==> config.mk <==
export PLATFORM = sky130hd
export DESIGN_NAME = seq_divider
export DESIGN_NICKNAME = d
export VERILOG_FILES = /design/src/rtl/calc_pkg.sv /design/src/rtl/borrow_lookahead_sub.sv /design/src/rtl/seq_divider.sv
export SDC_FILE = /design/constraint.sdc
export NUM_CORES = 1
export LEC_CHECK = 0
export CAP_MARGIN = 20
export CORE_MARGIN = 3
export CORE_UTILIZATION = 53
export DETAILED_ROUTE_END_ITERATION = 16
export GPL_ROUTABILITY_DRIVEN = 1
export PLACE_DENSITY = 0.79
export RECOVER_POWER = 50
export SETUP_SLACK_MARGIN = 0.15
export SLEW_MARGIN = 20
export SYNTH_ARGS = -nofsm -noshare
export SYNTH_HDL_FRONTEND = slang
export SYNTH_HIERARCHICAL = 1
export SYNTH_SLANG_ARGS = --single-unit
==> constraint.sdc <==
create_clock -name clk -period 6 [get_ports clk]
set_input_delay 0.9 -clock clk [delete_from_list [all_inputs] [get_ports clk]]
set_output_delay 0.9 -clock clk [all_outputs]
set_load 0.03 [all_outputs]
==> src/rtl/calc_pkg.sv <==
// Shared definitions for the sequential divider: the controller state type
// and the fixed state encodings it uses.
package calc_pkg;

  // State encodings, kept as plain constants so older code can reuse them.
  localparam logic [1:0] ST_IDLE_ENC = 2'd0;
  localparam logic [1:0] ST_RUN_ENC  = 2'd1;
  localparam logic [1:0] ST_DONE_ENC = 2'd2;

  typedef enum logic [1:0] {
    IDLE = ST_IDLE_ENC,
    RUN  = ST_RUN_ENC,
    DONE = ST_DONE_ENC
  } div_state_e;

endpackage

==> src/rtl/borrow_lookahead_sub.sv <==
// Combinational W-bit subtractor (a_i - b_i). Each bit's borrow-in is
// computed directly from the propagate/generate terms of the lower bits, so
// no borrow depends on another borrow signal.
module borrow_lookahead_sub #(
  parameter int W = 9
) (
  input  logic [W-1:0] a_i,
  input  logic [W-1:0] b_i,
  output logic [W-1:0] difference,
  output logic         borrow_out
);

  // g: this bit creates a borrow; p: this bit passes an incoming borrow on.
  logic [W-1:0] g;
  logic [W-1:0] p;

  generate
    for (genvar gi = 0; gi < W; gi++) begin : g_bit
      logic brw_in;

      assign g[gi] = ~a_i[gi] & b_i[gi];
      assign p[gi] = ~(a_i[gi] ^ b_i[gi]);

      // Borrow into this bit, flattened over all lower positions.
      always_comb begin
        brw_in = 1'b0;
        for (int j = 0; j < gi; j++) begin
          brw_in = g[j] | (p[j] & brw_in);
        end
      end

      assign difference[gi] = a_i[gi] ^ b_i[gi] ^ brw_in;
    end
  endgenerate

  // Borrow out of the top bit, same flattened form across the full width.
  always_comb begin
    borrow_out = 1'b0;
    for (int j = 0; j < W; j++) begin
      borrow_out = g[j] | (p[j] & borrow_out);
    end
  end

endmodule

==> src/rtl/seq_divider.sv <==
// Sequential restoring divider, one quotient bit per clock.
// Optional macro DIV_SIGNED_EN: two's-complement operands, truncating
// division (operand magnitudes are divided, and sign fix-up is applied as the
// result is registered, so latency is unchanged).
module seq_divider
  import calc_pkg::*;
#(
  parameter int N = 8
) (
  input  logic         clk,
  input  logic         reset_n,
  input  logic         start,
  input  logic [N-1:0] dividend,
  input  logic [N-1:0] divisor,
  output logic         busy,
  output logic         done,
  output logic [N-1:0] quotient,
  output logic [N-1:0] remainder,
  output logic         div_by_zero
);

  localparam int CW = $clog2(N);
  localparam logic [CW-1:0] CNT_LAST = CW'(N - 1);

  div_state_e    state_q, state_d;
  logic [CW-1:0] cnt_q, cnt_d;
  // dvd_q holds the dividend bits still to be consumed (MSB first) and
  // collects quotient bits from the bottom as they are produced.
  logic [N-1:0]  dvd_q, dvd_d;
  logic [N-1:0]  dvs_q, dvs_d;
  logic [N-1:0]  rem_q, rem_d;
  logic [N-1:0]  quo_q, quo_d;
  logic [N-1:0]  remo_q, remo_d;
  logic          dbz_q, dbz_d;

  logic [N-1:0]  op_a, op_b;
  logic [N-1:0]  q_raw, r_raw;
  logic [N-1:0]  q_fin, r_fin;

`ifdef DIV_SIGNED_EN
  logic qneg_q, qneg_d;
  logic rneg_q, rneg_d;

  // Magnitudes of the incoming operands; -2^(N-1) maps onto 2^(N-1) unsigned.
  always_comb begin
    op_a = dividend[N-1] ? -dividend : dividend;
    op_b = divisor[N-1]  ? -divisor  : divisor;
  end

  // Sign fix-up: quotient negative when signs differ, remainder follows dividend.
  always_comb begin
    q_fin = qneg_q ? -q_raw : q_raw;
    r_fin = rneg_q ? -r_raw : r_raw;
  end
`else
  // Unsigned build: operands and results pass straight through.
  always_comb begin
    op_a  = dividend;
    op_b  = divisor;
    q_fin = q_raw;
    r_fin = r_raw;
  end
`endif

  // One restoring step: shift in the next dividend bit and trial-subtract.
  logic [N:0] shifted;
  logic [N:0] trial_diff;
  logic       trial_borrow;
  logic       unused_diff_msb;

  assign shifted = {rem_q, dvd_q[N-1]};

  borrow_lookahead_sub #(
    .W (N + 1)
  ) u_sub (
    .a_i        (shifted),
    .b_i        ({1'b0, dvs_q}),
    .difference (trial_diff),
    .borrow_out (trial_borrow)
  );

  // A non-borrowing difference is always below the divisor, so its top bit is zero.
  assign unused_diff_msb = trial_diff[N];
  assign r_raw = trial_borrow ? shifted[N-1:0] : trial_diff[N-1:0];
  assign q_raw = {dvd_q[N-2:0], ~trial_borrow};

  // Controller and datapath next-state.
  always_comb begin
    state_d = state_q;
    cnt_d   = cnt_q;
    dvd_d   = dvd_q;
    dvs_d   = dvs_q;
    rem_d   = rem_q;
    quo_d   = quo_q;
    remo_d  = remo_q;
    dbz_d   = dbz_q;
`ifdef DIV_SIGNED_EN
    qneg_d  = qneg_q;
    rneg_d  = rneg_q;
`endif
    unique case (state_q)
      IDLE: begin
        if (start) begin
          dvs_d = op_b;
          dbz_d = 1'b0;
          if (divisor == '0) begin
            // No iterations needed: report the fixed divide-by-zero result.
            state_d = DONE;
            quo_d   = '1;
            remo_d  = dividend;
            dbz_d   = 1'b1;
          end else begin
            state_d = RUN;
            cnt_d   = CNT_LAST;
            dvd_d   = op_a;
            rem_d   = '0;
`ifdef DIV_SIGNED_EN
            qneg_d  = dividend[N-1] ^ divisor[N-1];
            rneg_d  = dividend[N-1];
`endif
          end
        end
      end
      RUN: begin
        rem_d = r_raw;
        dvd_d = q_raw;
        cnt_d = cnt_q - 1'b1;
        if (cnt_q == '0) begin
          state_d = DONE;
          cnt_d   = '0;
          quo_d   = q_fin;
          remo_d  = r_fin;
        end
      end
      DONE: begin
        state_d = IDLE;
      end
      default: begin
        state_d = IDLE;
      end
    endcase
  end

  // State registers; reset clears everything and aborts any division in flight.
  always_ff @(posedge clk or negedge reset_n) begin
    if (!reset_n) begin
      state_q <= IDLE;
      cnt_q   <= '0;
      dvd_q   <= '0;
      dvs_q   <= '0;
      rem_q   <= '0;
      quo_q   <= '0;
      remo_q  <= '0;
      dbz_q   <= 1'b0;
`ifdef DIV_SIGNED_EN
      qneg_q  <= 1'b0;
      rneg_q  <= 1'b0;
`endif
    end else begin
      state_q <= state_d;
      cnt_q   <= cnt_d;
      dvd_q   <= dvd_d;
      dvs_q   <= dvs_d;
      rem_q   <= rem_d;
      quo_q   <= quo_d;
      remo_q  <= remo_d;
      dbz_q   <= dbz_d;
`ifdef DIV_SIGNED_EN
      qneg_q  <= qneg_d;
      rneg_q  <= rneg_d;
`endif
    end
  end

  assign busy        = (state_q == RUN);
  assign done        = (state_q == DONE);
  assign quotient    = quo_q;
  assign remainder   = remo_q;
  assign div_by_zero = dbz_q;

endmodule
Word level (Yosys, flattened, before mapping)
Cells that the tools add are included.
- bits of input ports: 19
- output and inout bits: 19
- flip-flop bits (word level): 46
- reductions and logical operators: 8
- equal/unequal tests: 6
- bitwise logic cells: 55
- add/subtract/negate cells: 1
- mux-type cells: 24
- operators by type and width (kind ; count):
    $mux 8 ; 11
    $pmux 8 s2 ; 4
    $not 1->1 ; 17
    $and 1x1->1 ; 16
    $xor 1x1->1 ; 15
    $mux 3 ; 3
    $logic_not 8->1 ; 1
    $or 1x1->1 ; 7
    $mux 2 ; 3
    $ne 2x2->1 const B ; 3
    $pmux 3 s2 ; 1
    $pmux 2 s2 ; 1
    $reduce_and 2->1 ; 2
    $reduce_and 4->1 ; 1
    $logic_not 3->1 ; 1
    $reduce_and 3->1 ; 1
    $sub 3x1->3 const B ; 1
    $eq 2x1->1 const B ; 1
    $eq 2x2->1 const B ; 1
    $logic_not 2->1 ; 1
    $ne 2x1->1 const B ; 1
    $reduce_bool 2->1 ; 1
    $mux 1 ; 1

Longest topological paths before layout
- depth after elaboration: 20
- gate-level depth with buffers: 16
- mapped depth without buffers: 15

Cells and area by module
The synthesis kept the hierarchy.
- by module, submodules not included (module ; cells an instance ; sequential area each (µm²) ; times used ; area each (µm²)):
    seq_divider ; 184 ; 1151.1 ; 1 ; 2067.0
    borrow_lookahead_sub ; 28 ; 0.0 ; 1 ; 244.0

Worst setup path before layout
Ideal clock, no wire load.
- path type: reg2reg
- from: reg dvd_q[7]
- to: reg remo_q[4] (netlist: remainder[4])
- setup slack: 1.749 ns
- period minus slack after synthesis: 4.251 ns
- cell stages (with the launch flop): 17
- data arrival time: 4.125 ns
- library setup time: 0.125 ns
- cell sequence: dfrtp_1 inv_1 ha_1 fa_1 fa_1 fa_1 fa_1 fa_1 fa_1 fa_1 inv_1 fa_1 inv_1 buf_2 mux2i_1 o21ai_0 mux2_4
- word-level cells in the longest chain between the ends: 20
- ends and longest elaborated chain (element ; RTL line ; RTL):
    start: declaration ; seq_divider.sv:29 ; logic [N-1:0] dvd_q, dvd_d;
    start signal: assignment ; seq_divider.sv:162 ; dvd_q <= dvd_d;
    $not 1->1 ; borrow_lookahead_sub.sv:21 ; assign g[gi] = ~a_i[gi] & b_i[gi];
    $and 1x1->1 ; borrow_lookahead_sub.sv:21 ;
    $and 1x1->1 ; borrow_lookahead_sub.sv:40 ; borrow_out = g[j] | (p[j] & borrow_out);
    $or 1x1->1 ; borrow_lookahead_sub.sv:40 ;
    $and 1x1->1 ; borrow_lookahead_sub.sv:40 ;
    $or 1x1->1 ; borrow_lookahead_sub.sv:40 ;
    $and 1x1->1 ; borrow_lookahead_sub.sv:40 ;
    $or 1x1->1 ; borrow_lookahead_sub.sv:40 ;
    [... 5 more ...] ; - ;
    $or 1x1->1 ; borrow_lookahead_sub.sv:40 ;
    $and 1x1->1 ; borrow_lookahead_sub.sv:40 ;
    $or 1x1->1 ; - ;
    $and 1x1->1 ; borrow_lookahead_sub.sv:40 ;
    net trial_borrow ; seq_divider.sv:68 ; logic trial_borrow;
    $mux 8 ; seq_divider.sv:84 ; assign r_raw = trial_borrow ? shifted[N-1:0] : trial_diff[N-1:0];
    $mux 8 ; seq_divider.sv:128 ; if (cnt_q == '0) begin
    $pmux 8 s2 ; seq_divider.sv:101 ; unique case (state_q)
    end signal: assignment ; seq_divider.sv:166 ; remo_q <= remo_d;
    end: declaration ; seq_divider.sv:33 ; logic [N-1:0] remo_q, remo_d;
The timed path passes the listed nets, and every way through them passes these cells. The select of a mux whose other input is x is not followed.
A chain may end at the register's enable or synchronous reset.

Final worst setup path
- from: reg dvd_q[7]
- to: reg remo_q[2] (netlist: remainder[2])
The elaborated chain is that of the path after synthesis.

==> summary.txt <==
Run status
  • Status: finished with violations
  • Failing checks: max-capacitance violations, max-slew violations

CTS
  • CTS Hold Bufs: 0
  • H-tree Lvls: 2
  • Clk slew on worst S/H paths: 0.09 ns
  • Total CTS buffers: 5
  • Max clock buf depth: 2
  • Clk_lat worst skew: 0.30 ns
  • CTS-repair resized insts: 0
  • Clock sinks: 46
  • Post-CTS Setup Bufs: 0
  • CTS tree: done
  • Clk root buf: clkbuf_8

GRT
  • First-pass GRT wire length: 7.852 mm
  • Pin count of the biggest net entering global routing: 47
  • Gr ovfl total: 0
  • Antenna violations before repair: 0
  • All-Layer GR Usage: 19.56%
  • Vias in the first global route: 1621

Synth
  • FF+latch count, synth: 46
  • Avg Cell Area, Syn: 10.90 sq um
  • Synth Area in Simple Gates: 11.80%
  • Synth Instances: 212
  • Combinational family with the most area after synthesis: simple AND/OR/NAND/NOR gates
  • YS warnings: 6
  • Syn Std Cell Area: 2311 sq um
  • Adder and majority cell fraction of the synthesized area: 8.554%
  • Seq/Total Area, Yosys: 49.81%
  • Mapped Nets: 242
  • Compound-Gate Fraction of Synth Area: 11.42%
  • Mux share of post-synthesis cell area: 11.42%
  • Yosys cell types: 33
  • XOR/XNOR share of the synthesized area: 0%

Detailed routing
  • WL per Instance: 14.56 microns
  • Met2 routed WL: 1.935 mm
  • Post-DRT Antenna Nets: 0
  • WL final: 4.368 mm
  • M1 WL: 2.144 mm
  • Pre-antenna DRT Iters: 4
  • Initial DRC count: 70
  • Via count: 1570
  • Max Used Layer: met4
  • DRC errors left: 0
  • Met3 WL: 217 microns
  • Routed vias/inst: 5.233

Die
  • Die height: 72.03 microns
  • Die Wd: 72.03 microns
  • Initial Utilization: 56.16%
  • Full die area: 5188 sq um
  • Io pins: 38
  • Core area: 4115 sq um
  • Row Count: 23

Flow run
  • Max-cap violation count: 1

STA
  • Final setup TNS: 0 ns
  • Slew at the pin with the worst max-slew slack: 2.425 ns
  • Skew final: 0.006280 ns
  • Final slew viol count: 47
  • Fin. Hold Viols: 0
  • Fin crit period: 4.540 ns
  • Final WS setup: 1.460 ns
  • Final setup vio count: 0
  • Slew Limit Headroom: -61.64%
  • Period utilization: 75.67%
  • WHS: 0.4945 ns
  • RSZ-0062 raised after global routing: no
  • Fmax: 220.3 MHz

Placement
  • Final GP Congestion: 0.7881
  • Placed instance area: 2686 sq um
  • Detailed Place HPWL: 3.179 mm
  • DP Worst Slack: 1.469 ns
  • Input/output buffers: 37
  • Placed Instances: 292

Critical path
  • Required @ worst endpoint: 6.19 ns
  • Arr. time, crit path: 4.73 ns
  • Nature of the critical path endpoint: flop
  • Setup CP Type: flop to flop
  • Slowest Stage Delay on Critical Path: 0.41 ns
  • CP Cell Sequence: inv_1 > ha_1 > fa_1 > fa_1 > fa_1 > fa_1 > fa_1 > fa_1 > fa_1 > inv_1 > fa_1 > inv_1 > mux2i_1 > o21ai_0 > mux2_2
  • Startpoint Class: flop
  • Crit path max fanout: 10
  • Most used cell along the critical path: fa_1
  • Slowest CP cell: fa_1

Final layout
  • Fraction of layout cells with a size suffix above 1: 14.80%
  • Area grow syn2layout: 19.87%
  • Finished Cell Area: 2770 sq um
  • Diode count: 0
  • Most common cell after layout, fill and taps aside: nand2_1
  • # nets final: 279
  • Post-route insts no fill: 300
  • Most frequent cells in the layout: nand2_1, dfrtp_1, clkdlybuf4s50_1

Pwr
  • Leakage: 1.302 nW
  • Worst VDD drop: 0.0002733 V
  • Pwr/cell area: 578.8 nW/um^2

Min path
  • Hold Path Class: flop to flop
-- area by class of cell --
class,instances,area (sq um)
clock inverters,1,5.005
fillers,338,1345
well taps,50,62.56
clock buffers,7,86.33
repair buffers,39,379.1
inverters,24,90.09
flip-flops and latches,46,1151
multi-input cells,133,996.0
-- per-stage QoR --
stage / utilization (%) / power (mW)
final: 67.32 / 1.603
after global routing: 67.32 / 1.752
after CTS: 67.50 / 1.621
after detailed placement: 65.28 / 1.425
after global placement: 65.28 / 1.384
after floorplan: - / 1.172
-- Yosys cell counts, drive strengths merged --
cell | count | area share (%)
a21boi | 1 | 0.32
conb | 1 | 0.16
buf | 7 | 2.6
nor4 | 2 | 1.5
nand3 | 1 | 0.22
dfrtp | 46 | 50
clkbuf | 2 | 0.32
and2 | 1 | 0.27
o21ai | 13 | 3.3
ha | 3 | 1.6
fa | 8 | 6.9
nor2 | 5 | 0.81
o21a | 1 | 0.32
mux2 | 16 | 8.0
o2bb2ai | 8 | 3.0
o21bai | 1 | 0.32
nor2b | 1 | 0.27
inv | 24 | 3.9
nand2 | 51 | 8.5
a22oi | 1 | 0.32
a21oi | 2 | 0.43
o22a | 7 | 3.0
o31ai | 1 | 0.32
nand2b | 1 | 0.27
mux2i | 8 | 3.5
-- where the power goes --
group | total [mW] | internal [mW] | switching (mW)
sequential | 0.557 | 0.456 | 0.101
clock | 0.196 | 0.0931 | 0.103
combinational | 0.850 | 0.378 | 0.472
-- registers in the layout (all words and copies together) (netlist names) --
| name | flops |
|---|---|
| dvd_q | 8 |
| state_q | 2 |
| rem_q | 8 |
| quotient | 8 |
| dvs_q | 8 |
| remainder | 8 |
| div_by_zero | 1 |
| cnt_q | 3 |
-- worst max-delay path: cells and delay by family (launching register included) --
kind            cells  cell delay, ns
fa+ha+maj           9            3.07
buf+inv             3            0.33
compound gates      1            0.11
flops               1            0.36
mux                 2            0.56
-- logic make-up (layout without fill, tap and decap cells) --
kind of cell | after synthesis | count (layout)
fa+ha+maj | 11 | 11
other cells | 1 | 1
mux | 24 | 24
compound gates | 35 | 35
flops | 46 | 46
simple gates | 62 | 62
buf+inv | 33 | 71
-- per-layer routing --
metal	vias up	track usage, %
li1	776	-
met1	749	28.23
met2	37	29.29
met3	8	4.848
met4	0	6.263
met5	-	0
-- worst paths after layout --
kind	to	startpoint	slack (ns)	cells past startpoint
max in group asynchronous	dvs_q[5]	reset_n	3.29	1
worst min-delay path	quotient[4]	quotient[4]	0.49	1
worst min register to register	quotient[4]	quotient[4]	0.49	1
worst max-delay path	remainder[2]	dvd_q[7]	1.46	15
min in group asynchronous	quotient[6]	reset_n	1.33	1
worst max register to register	remainder[2]	dvd_q[7]	1.46	15
No activity file was read; power rests on OpenSTA's default activity.
